--- config.mk ---
export PLATFORM = sky130hd
export DESIGN_NAME = instr_fetch_unit
export DESIGN_NICKNAME = d
export VERILOG_FILES = /design/src/rtl/mips_pkg.sv /design/src/rtl/ifid_reg.sv /design/src/rtl/instr_fetch_unit.sv
export SDC_FILE = /design/constraint.sdc
export NUM_CORES = 1
export LEC_CHECK = 0
export ABC_AREA = 1
export CAP_MARGIN = 5
export CORE_UTILIZATION = 49
export CTS_CLUSTER_DIAMETER = 60
export DETAILED_ROUTE_END_ITERATION = 10
export PLACE_DENSITY = 0.9
export SYNTH_ARGS = -nofsm -noshare
export SYNTH_HDL_FRONTEND = slang
export SYNTH_SLANG_ARGS = --single-unit
--- constraint.sdc ---
create_clock -name clk -period 6.95 [get_ports clk]
set_clock_uncertainty 0.1 [all_clocks]
set_input_delay 1.0425 -clock clk [delete_from_list [all_inputs] [get_ports clk]]
set_output_delay 1.0425 -clock clk [all_outputs]
set_load 0.02 [all_outputs]
--- src/rtl/mips_pkg.sv ---
// ============================================================================
// Module : mips_pkg
// Brief  : Shared constants and fetch-state encoding for the MIPS IF stage.
// Rev    : 1.0  initial release
// ============================================================================
`default_nettype none

package mips_pkg;

    localparam logic [31:0] RESET_PC_DEFAULT = 32'h0000_0000;
    // sll $0,$0,0 encodes as all zeros
    localparam logic [31:0] NOP_INSTR_DEFAULT = 32'h0000_0000;
    localparam logic [31:0] PC_STEP = 32'd4;

    typedef enum logic [1:0] {
        ST_FETCH = 2'b00,
        ST_WAIT  = 2'b01,
        ST_HOLD  = 2'b10
    } fetch_state_e;

endpackage : mips_pkg

`default_nettype wire

--- src/rtl/ifid_reg.sv ---
// ============================================================================
// Module : ifid_reg
// Brief  : IF/ID pipeline register with stall-hold and flush-to-NOP.
// Rev    : 1.0  initial release
// ============================================================================
`default_nettype none

module ifid_reg
    import mips_pkg::*;
#(
    parameter logic [31:0] NOP_INSTR = NOP_INSTR_DEFAULT
) (
    input  logic        clk,
    input  logic        reset,
    input  logic        flush_i,
    input  logic        stall_i,
    input  logic        load_i,
    input  logic [31:0] instr_i,
    input  logic [31:0] pc4_i,
    output logic [31:0] instr_o,
    output logic [31:0] pc4_o,
    output logic        valid_o
);

    logic [31:0] instr_q, instr_d;
    logic [31:0] pc4_q,   pc4_d;
    logic        valid_q, valid_d;

    // Flush wins over everything, then a delivery, then stall-hold, else bubble.
    always_comb begin
        instr_d = instr_q;
        pc4_d   = pc4_q;
        valid_d = valid_q;
        if (flush_i) begin
            instr_d = NOP_INSTR;
            valid_d = 1'b0;
        end else if (load_i) begin
            instr_d = instr_i;
            pc4_d   = pc4_i;
            valid_d = 1'b1;
        end else if (!stall_i) begin
            instr_d = NOP_INSTR;
            valid_d = 1'b0;
        end
    end

    always_ff @(posedge clk or posedge reset) begin
        if (reset) begin
            instr_q <= NOP_INSTR;
            pc4_q   <= 32'h0000_0000;
            valid_q <= 1'b0;
        end else begin
            instr_q <= instr_d;
            pc4_q   <= pc4_d;
            valid_q <= valid_d;
        end
    end

    assign instr_o = instr_q;
    assign pc4_o   = pc4_q;
    assign valid_o = valid_q;

endmodule : ifid_reg

`default_nettype wire

--- src/rtl/instr_fetch_unit.sv ---
// ============================================================================
// Module : instr_fetch_unit
// Brief  : MIPS IF stage: PC register, single-outstanding imem fetch, IF/ID load.
// Rev    : 1.0  initial release
// ============================================================================
`default_nettype none

module instr_fetch_unit
    import mips_pkg::*;
#(
    parameter logic [31:0] RESET_PC  = RESET_PC_DEFAULT,
    parameter logic [31:0] NOP_INSTR = NOP_INSTR_DEFAULT
) (
    input  logic        clk,
    input  logic        reset,
    input  logic        Redirect,
    input  logic [31:0] NextPC,
    input  logic        Stall,
    input  logic        Imem_Ready,
    input  logic        Imem_RValid,
    input  logic [31:0] Imem_RData,
    output logic        Imem_Req,
    output logic [31:0] Imem_Addr,
    output logic [31:0] PC_Out,
    output logic [31:0] IFID_Instr,
    output logic [31:0] IFID_PC4,
    output logic        IFID_Valid
);

    fetch_state_e state_q, state_d;
    logic [31:0]  pc_q, pc_d;
    logic [31:0]  pend_pc4_q, pend_pc4_d;
    logic [31:0]  buf_q, buf_d;
    logic         kill_q, kill_d;

    logic         deliver;
    logic [31:0]  deliver_instr;
    logic [31:0]  pc_plus4;

    assign pc_plus4 = pc_q + PC_STEP;

    always_comb begin
        state_d       = state_q;
        pc_d          = pc_q;
        pend_pc4_d    = pend_pc4_q;
        buf_d         = buf_q;
        kill_d        = kill_q;
        deliver       = 1'b0;
        deliver_instr = Imem_RData;

        if (Redirect) begin
            pc_d = {NextPC[31:2], 2'b00};
            unique case (state_q)
                ST_FETCH: state_d = ST_FETCH;
                ST_WAIT: begin
                    // A response landing with the redirect is the stale one; drop it now.
                    if (Imem_RValid) begin
                        state_d = ST_FETCH;
                        kill_d  = 1'b0;
                    end else begin
                        kill_d  = 1'b1;
                    end
                end
                ST_HOLD: state_d = ST_FETCH;
                default: state_d = ST_FETCH;
            endcase
        end else begin
            unique case (state_q)
                ST_FETCH: begin
                    if (Imem_Ready) begin
                        pc_d       = pc_plus4;
                        pend_pc4_d = pc_plus4;
                        state_d    = ST_WAIT;
                    end
                end
                ST_WAIT: begin
                    if (Imem_RValid) begin
                        if (kill_q) begin
                            kill_d  = 1'b0;
                            state_d = ST_FETCH;
                        end else if (!Stall) begin
                            deliver = 1'b1;
                            state_d = ST_FETCH;
                        end else begin
                            buf_d   = Imem_RData;
                            state_d = ST_HOLD;
                        end
                    end
                end
                ST_HOLD: begin
                    deliver_instr = buf_q;
                    if (!Stall) begin
                        deliver = 1'b1;
                        state_d = ST_FETCH;
                    end
                end
                default: state_d = ST_FETCH;
            endcase
        end
    end

    always_ff @(posedge clk or posedge reset) begin
        if (reset) begin
            state_q    <= ST_FETCH;
            pc_q       <= RESET_PC;
            pend_pc4_q <= 32'h0000_0000;
            buf_q      <= NOP_INSTR;
            kill_q     <= 1'b0;
        end else begin
            state_q    <= state_d;
            pc_q       <= pc_d;
            pend_pc4_q <= pend_pc4_d;
            buf_q      <= buf_d;
            kill_q     <= kill_d;
        end
    end

    ifid_reg #(
        .NOP_INSTR (NOP_INSTR)
    ) u_ifid_reg (
        .clk     (clk),
        .reset   (reset),
        .flush_i (Redirect),
        .stall_i (Stall),
        .load_i  (deliver),
        .instr_i (deliver_instr),
        .pc4_i   (pend_pc4_q),
        .instr_o (IFID_Instr),
        .pc4_o   (IFID_PC4),
        .valid_o (IFID_Valid)
    );

    // Reset forces state_q to FETCH, so Req must also be masked while reset is high.
    assign Imem_Req  = (state_q == ST_FETCH) && !Redirect && !reset;
    assign Imem_Addr = pc_q;
    assign PC_Out    = pc_q;

endmodule : instr_fetch_unit

`default_nettype wire

==> impl_metrics.json <==
{
  "postCtsHoldBufs": 0,
  "fill_cells": 1169,
  "area_delta_synth_final_pct": 30.5,
  "setup_viol": 0,
  "regArea_um2": 3950,
  "drt_iter0_markers": 476,
  "rsz0062_at_grt": "no",
  "ir_worst_vdd_v": 0.000209,
  "critPathLaunch": "Redirect",
  "fin_ws_ns": 3.06,
  "synth_edf_count": 0,
  "dp_hpwl_um": 13200,
  "rows": 45,
  "whs_path_depth": 2,
  "cts_buffer_depth": 2,
  "cp-start-kind": "input pin",
  "avgSynthCellArea_um2": 8.50,
  "path_class": "in -> out",
  "post-route-period-util_pct": 56.0,
  "grt_pass1_wl_um": 31100,
  "tns_ns": 0,
  "hold_viol": 0,
  "power.density_nw_per_um2": 372,
  "crit_fanout": 32,
  "outcome": "completed",
  "reg2reg_depth": 7,
  "wirelength_um": 19300,
  "dr.pass1.iters": 5,
  "crit_path_end": "Imem_Req",
  "holdCritPathClass": "reg -> reg",
  "cts.repair.resized": 0,
  "p_leak_nw": 4.73,
  "period_minus_slack_ns": 3.89,
  "grt_pass1_vias": 6314,
  "vias": 6570,
  "place_ws_ns": 3.06,
  "final_cell_mix": "nand2_1, clkdlybuf4s50_1, dfrtp_1, inv_1, o21ai_0",
  "drive_gt1_share_pct": 8.47,
  "clkSlewWorstSetupHoldPaths_ns": 0.06,
  "synth.distinct_cells": 36,
  "timing.rr.end": "u_ifid_reg.instr_o[8]",
  "r2r_start": "state_q[0]",
  "worst_slew_pin_slew_ns": 1.04,
  "grt_max_degree": 107,
  "place_congestion": 0.888,
  "yosysWarnings": 0,
  "start_util_pct": 50.3,
  "clock_sinks": 158,
  "core_area_um2": 15300,
  "r2r_slack_ns": 4.05,
  "ys_seq_area_share_pct": 51.5,
  "max_freq_mhz": 257,
  "drtAntennaViolNets": 0,
  "portBuffers": 191,
  "grt_use_total_pct": 24.8,
  "die_y_um": 127,
  "gr-total-overflow": 0,
  "layout_commonest_cell": "nand2_1",
  "ios": 200,
  "cap_violations": 0,
  "grt_antenna_before_repair": 0,
  "synthCells": 903,
  "fin_nets": 1125,
  "wl_per_cell_um": 15.2,
  "htreeDepth": 4,
  "ys_ff_latch": 158,
  "synth_area_um2": 7680,
  "dieArea_um2": 16200,
  "required_ns": 5.81,
  "antennaDiodeCount": 0,
  "clockRootBuffer": "clkbuf_16",
  "tritoncts": "built",
  "die_w_um": 127,
  "insertion_delay_ns": 0.42,
  "critPathArrivalTime_ns": 2.75,
  "multi_input_area_um2": 2890,
  "route.detailed.drc": 0,
  "vias_per_cell": 5.16,
  "postLayoutCoreUtil_pct": 65.7,
  "cts_made_buffers": 17,
  "end_kind": "primary output",
  "drv_slew": 0,
  "synthArstFlopShare_pct": 100,
  "timing.slew.headroom_pct": 30.6,
  "cts_setup_buffers": 0,
  "synth_ff_type": "dfrtp_1",
  "fin_hold_ws_ns": 0.372
}
[per-layer routing]
metal / global-route usage (%) / share of wire [%]
met1: 31.1 / 41
met5: 0 / 0
met2: 41.6 / 49
met4: 12.5 / 3.4
met3: 3.98 / 6.0
[cell usage after synthesis, types with 2 or more instances]
cell type  instances  share of area (%)
a21oi_1            3               0.20
a22o_1            32                3.6
and2_1             2               0.16
buf_2             14               0.91
buf_4             40                3.9
buf_6              9                1.3
clkbuf_1           6               0.29
dfrtp_1          158                 51
ha_1               5               0.81
inv_1             91                4.4
inv_2              3               0.15
nand2_1          298                 15
nand2_2            4               0.33
nand2_4            2               0.29
nand3_1           50                3.3
nor2_1            42                2.1
nor2_2             4               0.33
nor2_4             4               0.59
o211ai_1           2               0.20
o21ai_0           64                4.2
o21ai_1           18                1.2
o21ai_2           31                3.5
o21bai_1           6               0.59
xnor2_1            3               0.34
[where the power goes]
part | switching (mW) | internal, mW
Sequential | 0.211 | 1.22
Clock | 0.388 | 0.583
Combinational | 0.757 | 0.563
[how the worst min path moves through the flow]
stage                        start                    to  slack [ns]
CTS                 pend_pc4_q[24]  u_ifid_reg.pc4_o[24]        0.37
floorplan           pend_pc4_q[17]  u_ifid_reg.pc4_o[17]        0.34
global route        pend_pc4_q[21]        pend_pc4_q[21]        0.40
global placement    pend_pc4_q[28]  u_ifid_reg.pc4_o[28]        0.35
finish              pend_pc4_q[24]  u_ifid_reg.pc4_o[24]        0.37
detailed placement  pend_pc4_q[24]  u_ifid_reg.pc4_o[24]        0.35
[area by class of cell]
type | count | area share [%]
Clock inverter | 14 | 1.77
Clock buffer | 18 | 4.38
Timing Repair Buffer | 194 | 19.3
Sequential cell | 158 | 39.5
Inverter | 95 | 3.63
Multi-Input combinational cell | 584 | 28.8
Tap cell | 211 | 2.64
[sequential cells by signal, indices dropped and copies added (netlist names)]
register            cells
Imem_Addr              30
buf_q                  32
kill_q                  1
pend_pc4_q             30
state_q                 2
u_ifid_reg.instr_o     32
u_ifid_reg.pc4_o       30
u_ifid_reg.valid_o      1
[cell families after synthesis]
| logic type | count (synthesis) | share of synthesized area [%] |
|---|---|---|
| and+or+nand+nor | 411 | 22.1 |
| buffers and inverters | 166 | 11.2 |
| AOI/OAI and AO/OA | 158 | 13.8 |
| DFF | 158 | 51.5 |
| adders and majority gates | 5 | 0.815 |
| xor gates and xnor gates | 4 | 0.456 |
| other | 1 | 0.0488 |
[critical path: stages]
cell             delay, ns
clkdlybuf4s50_1       0.46
buf_4                 0.34
inv_2                 0.15
nand2_1               0.16
nor2_1                0.06
clkdlybuf4s50_1       0.53
[per-stage QoR]
stage          cell area, um2  std cells  power [mW]
2_1_floorplan            7700        908        2.25
3_3_place_gp             9400       1242        2.70
3_5_place_dp             9400       1242        2.76
4_1_cts                 10000       1274        3.74
5_1_grt                 10000       1274        3.93
6_report                10000       1274        3.72
(Power assumes the default switching activity.)
